<file path="src/rtl/configure.sv">
// Shared types and constants for the bram port arbiter.
package configure;

  localparam int unsigned ADDR_W = 32;
  localparam int unsigned DATA_W = 32;
  localparam int unsigned STRB_W = 4;
  localparam int unsigned CNT_W  = 4;

  localparam int unsigned starve_max = 4;

  typedef enum logic [1:0] {
    IDLE,
    ISSUE,
    WAIT
  } arb_state_t;

  typedef enum logic {
    OWNER_I,
    OWNER_D
  } arb_owner_t;

  typedef struct packed {
    logic [ADDR_W-1:0] addr;
    logic [DATA_W-1:0] wdata;
    logic [STRB_W-1:0] wstrb;
  } req_t;

endpackage

</file>
<file path="src/rtl/arb_slot.sv">
// One-deep pending request register; also presents the slot-or-incoming candidate.
module arb_slot
  import configure::*;
(
  input  logic clock,
  input  logic reset,
  input  logic set,
  input  req_t req,
  input  logic grant,
  output logic occupied,
  output logic cand_c,
  output req_t cand_req_c
);

  req_t held;

  // A granted candidate never lands in the slot, even if it arrived this cycle.
  always_ff @(posedge clock or posedge reset) begin
    if (reset) begin
      occupied <= 1'b0;
      held     <= '0;
    end else if (grant) begin
      occupied <= 1'b0;
    end else if (set && !occupied) begin
      occupied <= 1'b1;
      held     <= req;
    end
  end

  assign cand_c     = occupied | set;
  assign cand_req_c = occupied ? held : req;

  a_no_overrun: assert property (@(posedge clock) disable iff (reset) !(set && occupied))
    else $error("arb_slot: request pulse into an occupied slot was dropped");

endmodule

</file>
<file path="src/rtl/bram_arbiter.sv">
// Shares the bram port between instruction fetch and data access:
// data priority, with an instruction grant forced after STARVE_MAX data grants.
module bram_arbiter
  import configure::*;
#(
  parameter int unsigned STARVE_MAX = starve_max
) (
  input  logic              clock,
  input  logic              reset,
  input  logic              imem_valid,
  input  logic [ADDR_W-1:0] imem_addr,
  output logic [DATA_W-1:0] imem_rdata,
  output logic              imem_ready,
  input  logic              dmem_valid,
  input  logic [ADDR_W-1:0] dmem_addr,
  input  logic [DATA_W-1:0] dmem_wdata,
  input  logic [STRB_W-1:0] dmem_wstrb,
  output logic [DATA_W-1:0] dmem_rdata,
  output logic              dmem_ready,
  output logic              bram_valid,
  output logic              bram_instr,
  output logic [ADDR_W-1:0] bram_addr,
  output logic [DATA_W-1:0] bram_wdata,
  output logic [STRB_W-1:0] bram_wstrb,
  input  logic [DATA_W-1:0] bram_rdata,
  input  logic              bram_ready
);

  localparam logic [CNT_W-1:0] STARVE_LIM = CNT_W'(STARVE_MAX);

  arb_state_t       state, state_nxt;
  arb_owner_t       owner, owner_nxt;
  logic [CNT_W-1:0] starve_cnt, starve_nxt;
  req_t             bram_req, bram_req_nxt;
  logic             bram_valid_nxt, bram_instr_nxt;

  req_t i_req, d_req, i_cand, d_cand;
  logic i_cand_v, d_cand_v, i_occ, d_occ;
  logic grant, pick_i;

  assign i_req = '{addr: imem_addr, wdata: '0, wstrb: '0};
  assign d_req = '{addr: dmem_addr, wdata: dmem_wdata, wstrb: dmem_wstrb};

  arb_slot u_slot_i (
    .clock      (clock),
    .reset      (reset),
    .set        (imem_valid),
    .req        (i_req),
    .grant      (grant && pick_i),
    .occupied   (i_occ),
    .cand_c     (i_cand_v),
    .cand_req_c (i_cand)
  );

  arb_slot u_slot_d (
    .clock      (clock),
    .reset      (reset),
    .set        (dmem_valid),
    .req        (d_req),
    .grant      (grant && !pick_i),
    .occupied   (d_occ),
    .cand_c     (d_cand_v),
    .cand_req_c (d_cand)
  );

  // Next-state, grant selection and starvation accounting.
  always_comb begin
    state_nxt      = state;
    owner_nxt      = owner;
    starve_nxt     = starve_cnt;
    bram_req_nxt   = bram_req;
    bram_valid_nxt = 1'b0;
    bram_instr_nxt = bram_instr;
    grant          = 1'b0;
    pick_i         = i_cand_v && (!d_cand_v || (starve_cnt == STARVE_LIM));

    case (state)
      IDLE:  grant = i_cand_v || d_cand_v;
      ISSUE: state_nxt = WAIT;
      WAIT: begin
        if (bram_ready) begin
          grant     = i_cand_v || d_cand_v;
          state_nxt = IDLE;
        end
      end
      default: state_nxt = IDLE;
    endcase

    if (grant) begin
      state_nxt      = ISSUE;
      bram_valid_nxt = 1'b1;
      bram_instr_nxt = pick_i;
      owner_nxt      = pick_i ? OWNER_I : OWNER_D;
      bram_req_nxt   = pick_i ? i_cand : d_cand;
      if (pick_i) bram_req_nxt.wstrb = '0;
    end

    if (!i_cand_v || (grant && pick_i)) begin
      starve_nxt = '0;
    end else if (grant && (starve_cnt != STARVE_LIM)) begin
      starve_nxt = starve_cnt + CNT_W'(1);
    end
  end

  always_ff @(posedge clock or posedge reset) begin
    if (reset) begin
      state      <= IDLE;
      owner      <= OWNER_D;
      starve_cnt <= '0;
      bram_req   <= '0;
      bram_valid <= 1'b0;
      bram_instr <= 1'b0;
    end else begin
      state      <= state_nxt;
      owner      <= owner_nxt;
      starve_cnt <= starve_nxt;
      bram_req   <= bram_req_nxt;
      bram_valid <= bram_valid_nxt;
      bram_instr <= bram_instr_nxt;
    end
  end

  assign bram_addr  = bram_req.addr;
  assign bram_wdata = bram_req.wdata;
  assign bram_wstrb = bram_req.wstrb;

  // Completion is steered combinationally so rdata and ready share a cycle.
  assign imem_ready = bram_ready && (state == WAIT) && (owner == OWNER_I);
  assign dmem_ready = bram_ready && (state == WAIT) && (owner == OWNER_D);
  assign imem_rdata = bram_rdata;
  assign dmem_rdata = bram_rdata;

endmodule

</file>
<file path="config.mk">
export PLATFORM = sky130hd
export DESIGN_NAME = bram_arbiter
export DESIGN_NICKNAME = d
export VERILOG_FILES = /design/src/rtl/configure.sv /design/src/rtl/arb_slot.sv /design/src/rtl/bram_arbiter.sv
export SDC_FILE = /design/constraint.sdc
export NUM_CORES = 1
export LEC_CHECK = 0
export CAP_MARGIN = 15
export CORE_UTILIZATION = 39
export DETAILED_ROUTE_END_ITERATION = 12
export PLACE_DENSITY = 0.7
export RECOVER_POWER = 50
export SLEW_MARGIN = 20
export SYNTH_ARGS = -nofsm -noshare
export SYNTH_HDL_FRONTEND = slang
export SYNTH_SLANG_ARGS = --single-unit
</file>
<file path="constraint.sdc">
create_clock -name clock -period 14.8 [get_ports clock]
set_input_delay 3.7 -clock clock [delete_from_list [all_inputs] [get_ports clock]]
set_output_delay 3.7 -clock clock [all_outputs]
set_load 0.05 [all_outputs]
</file>
Word level (Yosys, flattened, before mapping)
Cells that the tools add are included.
Word-level totals
  flip-flop bits (word level): 179
  latch bits: 0
  bits in writable memories: 0
  ROM bits: 0
  bits of input ports: 137
  output and inout port bits: 136
  word-level logic and storage cells: 67
  memories kept: 0
Operators by class
  add/subtract/negate cells: 1
  $mul: 0
  div/mod/pow operators: 0
  order comparisons: 0
  equal/unequal tests: 6
  shift-type cells: 0
  mux-type cells: 17
  bitwise logic cells: 5
  reductions and logical operators: 24
Operator list (count)
  $mux W68: 3
  $mux W4: 3
  $logic_and A1 B1 Y1: 9
  $mux W1: 7
  $pmux W2 S3: 1
  $reduce_and A2 Y1: 3
  $reduce_bool A2 Y1: 3
  $logic_not A1 Y1: 5
  $add A4 B1 Y4 const B: 1
  $eq A4 B3 Y1 const B: 1
  $mux W2: 2
  $ne A4 B3 Y1 const B: 1
  $logic_or A1 B1 Y1: 3
  $ne A3 B3 Y1 const B: 1
  $not A1 Y1: 3
  $eq A2 B1 Y1 const B: 1
  $eq A2 B2 Y1 const B: 1
  $logic_not A2 Y1: 1
  $ne A2 B2 Y1 const B: 1
  $or A1 B1 Y1: 2
  $pmux W1 S2: 1

Logic depth before layout (Yosys ltp)
Gate-level depths: netlist of run 1.
  word-level depth: 8
  gate-level depth with buffers: 8
  mapped depth without buffers: 6

By module
A second synthesis of run 1 with hierarchy kept.
Unflattened totals
  cells, all modules: 786
  area total of the unflattened synthesis: 10525.1 sq um
Modules (own cells, without submodules)
  arb_slot: instances 2, cells each 224, area an instance 3383.2 sq um
  bram_arbiter: instances 1, cells each 338, area an instance 3758.6 sq um

Worst setup path before layout of run 1
Ideal clock, no wire load.
  path type: input port to output port
  start point: input bram_ready
  end point: output dmem_ready
  arrival time: 4.138 ns
  data required time: 11.100 ns
  slack: 6.962 ns
  stages on the path: 1
  path buffers: 0
  cell sequence: and3_1
On the way
  cells in the longest elaborated chain, start to end: 2
Ends and longest elaborated chain
  start: declaration: RTL line bram_arbiter.sv:26  | input logic bram_ready
  $logic_and A1 B1 Y1 (2 in a row): RTL line bram_arbiter.sv:129  | assign dmem_ready = bram_ready && (state == WAIT) && (owner == OWNER_D);
  end: declaration: RTL line bram_arbiter.sv:19  | output logic dmem_ready,
No other way between the ends.

==> impl_metrics.json, run 1 <==
{
  "route.detailed.drc": 0,
  "io_buffers": 176,
  "synthTopCellsByCount": "dfrtp_1, mux2i_1, mux2_2",
  "cts_resized": 0,
  "detail_route.wl_per_cell_um": 19.04,
  "postRouteAntennaNets": 0,
  "rrSetupSlack_ns": 10.22,
  "cp.required_ns": 14.44,
  "dominantRegCellSynth": "dfrtp_1",
  "synth_top_family_by_area": "multiplexers",
  "synth_edf_count": 0,
  "finalPower_mw": 2.604,
  "hpwlAfterDp_um": 12970,
  "worstReg2RegEnd": "bram_instr",
  "holdBufCountCts": 0,
  "synth_adder_area_share_pct": 0.2914,
  "gp_congestion": 0.7434,
  "synth_compound_area_share_pct": 12.20,
  "worst_pin_slew_ns": 4.623,
  "hold_class": "reg -> reg",
  "cts_tree": "yes",
  "synth_mux_area_share_pct": 24.89,
  "synth_area_mm2": 0.008587,
  "r2r_start": "u_slot_d.occupied",
  "grt_pass1_vias": 5722,
  "yosys.area.top_type_share_pct": 51.87,
  "finalCritPeriodShare_pct": 68.82,
  "p_leak_nw": 4.877,
  "drt_pre_antenna_iters": 4,
  "timing.fmax_ghz": 0.09819,
  "max-slew-margin-rel_pct": -209.9,
  "crit_start": "reset",
  "grt_pass1_wl_um": 30370,
  "clock_latency_ns": 0.42,
  "synth_nets": 774,
  "synth-xor-area-share_pct": 0,
  "clk_path_buf_depth": 2,
  "cellPowerDensity_mw_per_mm2": 246.6,
  "utilization_pct": 49.61,
  "hold_ws_ns": 0.4734,
  "yosys.area_share.simple_pct": 1.647,
  "crit_fanout": 108,
  "yosysMostFrequentCell": "dfrtp_1",
  "hold_depth": 1,
  "finClkSkew_ns": 0.008227,
  "cp-start-kind": "primary input",
  "vdd_ir_drop_max_v": 0.0001286,
  "crit_path_end_kind": "asynchronous set/reset pin",
  "synth_seq_cells": 179,
  "cts_made_buffers": 17,
  "overflow": 0,
  "rsz0062_at_grt": "false",
  "drtIter0Drc": 157,
  "r2r_cells": 6,
  "synth-seq-area-share_pct": 52.18,
  "path_class": "in -> async",
  "hp-start": "bram_addr[28]",
  "htree_levels": 4,
  "tns_ns": 0,
  "async_reset_ff_share_pct": 100.0,
  "violations": "capacitance limit, slew limit",
  "synthTopCellsByArea": "dfrtp_1, mux2_2, mux2i_1",
  "chipWidth_um": 150.4,
  "avgViaCountPerCell": 5.176,
  "area_delta_synth_final_pct": 22.99,
  "postSynthAreaPerCell_um2": 13.52,
  "setup_viol": 0,
  "postCtsSetupRepairBufs": 0,
  "wl_um": 19440,
  "drv_cap": 5,
  "layout.nets": 871,
  "drv_slew": 269,
  "period_needed_ns": 10.18,
  "synth_top_cell_by_area": "dfrtp_1",
  "clkSinkCount": 179,
  "rows": 53,
  "core_area_mm2": 0.02129,
  "grtUsageTotal_pct": 17.57,
  "cts-root-buf": "clkbuf_16",
  "start_util_pct": 40.34,
  "status": "finished, violations left",
  "final_layout_size_suffix_gt1_share_pct": 22.55,
  "ys_types": 36,
  "grt_start_max_net_pins": 109,
  "path_clk_slew_ns": 0.07,
  "antenna_found_initial": 2,
  "dieHeight_um": 150.4,
  "vias": 5285,
  "synth_warnings": 0,
  "fillers": 1867,
  "syn-instance-count": 635,
  "final-hold-violation-count": 0,
  "dieArea_mm2": 0.02262,
  "arrival_ns": 9.83,
  "ios": 273,
  "min_to": "bram_addr[28]"
}
## cell families (layout without fill, tap and decap cells)
family / Yosys count / after routing
compound gates: 112 / 112
flops: 179 / 179
simple gates: 26 / 26
mux: 201 / 201
fa+ha+maj: 2 / 2
other cells: 0 / 1
buf+inv: 115 / 225
## stage by stage
stage / setup WS, ns / std cells / area (um^2)
after floorplan: 6.243 / 635 / 8587
after global placement: 5.818 / 988 / 10060
after detailed placement: 5.837 / 988 / 10060
after CTS: 5.820 / 1020 / 10620
after global routing: 3.166 / 1021 / 10560
final: 4.615 / 1021 / 10560
## cell type report
class | count | area (um^2) | share of cell area (%)
Tap cell | 275 | 344.1 | 3.258
Sequential cell | 179 | 4486 | 42.47
Timing Repair Buffer | 183 | 1803 | 17.07
Antenna cell | 1 | 2.502 | 0.02369
Multi-Input combinational cell | 341 | 3334 | 31.57
Clock inverter | 12 | 96.34 | 0.9122
Inverter | 10 | 38.79 | 0.3673
Clock buffer | 20 | 456.7 | 4.324
## routing by layer
layer	vias to the layer above	track usage, %	wire (um)
li1	2427	-	-
met4	0	5.303	182
met3	20	6.333	1578
met2	162	29.91	9547
met1	2676	20.61	8134
met5	-	0	0
## sequential cells by signal, summed over array words and instances (netlist names), 2 cells and up
register and cells:
bram_addr 32, state 2, u_slot_d.held 68, u_slot_i.held 32
bram_wstrb 4, starve_cnt 4, bram_wdata 32
## worst max-delay path, stage by stage
cell and delay, ns:
dlygate4sd3_1 0.55, clkinvlp_2 2.55, clkbuf_1 2.84
## placed cells by master (no fill, tap or decap), types with 3 or more instances in the layout
cell / n
dfrtp_1: 176
mux2i_1: 101
nand2b_1: 3
mux2_2: 99
clkbuf_16: 17
o2bb2ai_1: 36
clkdlybuf4s50_1: 103
nor2b_1: 3
clkinv_2: 3
o21ai_0: 3
dlygate4sd3_1: 73
nand3_1: 3
inv_1: 9
nor2_1: 5
o22ai_2: 29
inv_6: 4
clkbuf_1: 4
a21o_1: 32
buf_4: 4
o22ai_1: 4
nand2_1: 5
## worst max-delay path by stage
stage | slack [ns] | cells after the start | endpoint
after CTS | 5.82 | 3 | imem_ready
after global routing | 3.17 | 3 | u_slot_i.held[46]
after detailed placement | 5.84 | 3 | imem_ready
after global placement | 5.82 | 3 | imem_ready
after floorplan | 6.24 | 1 | bram_addr[0]
final | 4.62 | 3 | u_slot_i.held[46]
## power breakdown
part           leakage, nW  internal, mW  switching, mW
Sequential            2.17         0.737          0.168
Clock                0.271         0.228          0.199
Combinational         2.44         0.546          0.726
Power figures use the tool's default switching activity.
==> run 2: changes to the inputs <==
Clock period 14.8 ns to 10.3 ns, I/O delays scaled along.
==> impl_metrics.json, run 2 (same netlist as run 1, synthesis figures left out) <==
{
  "status": "finished, violations left",
  "violations": "capacitance limit, slew limit",
  "worst_pin_slew_ns": 4.913,
  "regMostFlops": "u_slot_d.held",
  "area_delta_synth_final_pct": 23.87,
  "cts-root-buf": "clkbuf_16",
  "vdd_ir_drop_max_v": 0.0001901,
  "finalCritPeriodShare_pct": 66.03,
  "max-slew-margin-rel_pct": -229.3,
  "dieHeight_um": 150.4,
  "cellPowerDensity_mw_per_mm2": 361.2,
  "detail_route.wl_per_cell_um": 19.49,
  "rows": 53,
  "core_area_mm2": 0.02129,
  "postRouteAntennaNets": 0,
  "cp-start-kind": "primary input",
  "path_class": "in -> out",
  "clock_latency_ns": 0.42,
  "drt_pre_antenna_iters": 4,
  "crit_path_end_kind": "output port",
  "cts_made_buffers": 17,
  "overflow": 0,
  "final_layout_size_suffix_gt1_share_pct": 22.42,
  "antenna_found_initial": 1,
  "grt_pass1_vias": 5757,
  "grtUsageTotal_pct": 18.00,
  "layout.nets": 871,
  "arrival_ns": 4.23,
  "fillers": 1814,
  "ios": 273,
  "hpwlAfterDp_um": 13300,
  "drv_slew": 215,
  "cts_tree": "yes",
  "largest_reg_flops": 68,
  "cp.required_ns": 7.73,
  "hold_ws_ns": 0.4720,
  "tns_ns": 0,
  "clk_path_buf_depth": 2,
  "drv_cap": 5,
  "final-hold-violation-count": 0,
  "timing.fmax_ghz": 0.1470,
  "vias": 5311,
  "crit_fanout": 5,
  "htree_levels": 4,
  "path_clk_slew_ns": 0.06,
  "drtIter0Drc": 180,
  "mostFrequentLayoutCells": "dfrtp_1, clkdlybuf4s50_1, mux2i_1, mux2_2, dlygate4sd3_1",
  "dieArea_mm2": 0.02262,
  "io_buffers": 176,
  "chipWidth_um": 150.4,
  "finClkSkew_ns": 0.01024,
  "postCtsSetupRepairBufs": 0,
  "wl_um": 19880,
  "p_leak_nw": 4.919,
  "gp_congestion": 0.7422,
  "cts_resized": 0,
  "hold_class": "reg -> reg",
  "holdBufCountCts": 0,
  "start_util_pct": 40.34,
  "route.detailed.drc": 0,
  "avgViaCountPerCell": 5.207,
  "diodes": 0,
  "placed_cells": 988,
  "grt_start_max_net_pins": 112,
  "fin_cells": 1020,
  "grt_pass1_wl_um": 31270,
  "rsz0062_at_grt": "false",
  "period_needed_ns": 6.801,
  "clkSinkCount": 179,
  "final_common_cell": "dfrtp_1",
  "setup_viol": 0
}
[run 2: final timing paths]
path	start	endpoint	slack, ns	cells past startpoint
hold / removal	bram_addr[16]	bram_addr[16]	0.47	1
max in group asynchronous	reset	u_slot_d.occupied	3.66	3
setup reg to reg	u_slot_i.occupied	u_slot_d.held[62]	5.70	5
min in group asynchronous	reset	bram_addr[29]	4.12	2
hold reg to reg	bram_addr[16]	bram_addr[16]	0.47	1
setup / recovery	bram_ready	dmem_ready	3.50	3
[run 2: area by class of cell]
type / count / area, um^2 / area share (%)
Timing Repair Buffer: 183 / 1807 / 16.99
Sequential cell: 179 / 4486 / 42.17
Clock buffer: 18 / 429.2 / 4.035
Multi-Input combinational cell: 341 / 3317 / 31.18
Inverter: 10 / 38.79 / 0.3647
Clock inverter: 14 / 215.2 / 2.023
Tap cell: 275 / 344.1 / 3.235
[run 2: worst max-delay path, cell delays in order]
cell and delay (ns):
dlygate4sd3_1 0.64, and3_1 0.21, clkdlybuf4s50_1 0.80
[run 2: per-layer routing]
layer  global-route usage [%]  up-vias  wire, um  share of wire [%]
met5                        0        -         0                  0
met4                    4.394        0       182               0.92
met3                    6.727       23      1753                8.8
met2                    30.58      183      9696                 49
met1                    21.44     2678      8250                 41
li1                         -     2427         -                  -
[run 2: power by group]
group	switching [mW]	internal [mW]
combinational	1.05	0.783
clock	0.296	0.416
sequential	0.242	1.06
[run 2: per-stage QoR]
step | total power [mW] | setup WS [ns] | area (um^2) | utilization, %
global route | 4.064 | 2.773 | 10640 | 49.97
CTS | 3.954 | 3.557 | 10710 | 50.30
finish | 3.842 | 3.499 | 10640 | 49.97
global placement | 3.154 | 3.554 | 10060 | 47.28
detailed placement | 3.228 | 3.577 | 10060 | 47.28
floorplan | 2.761 | 2.868 | 8587 | -
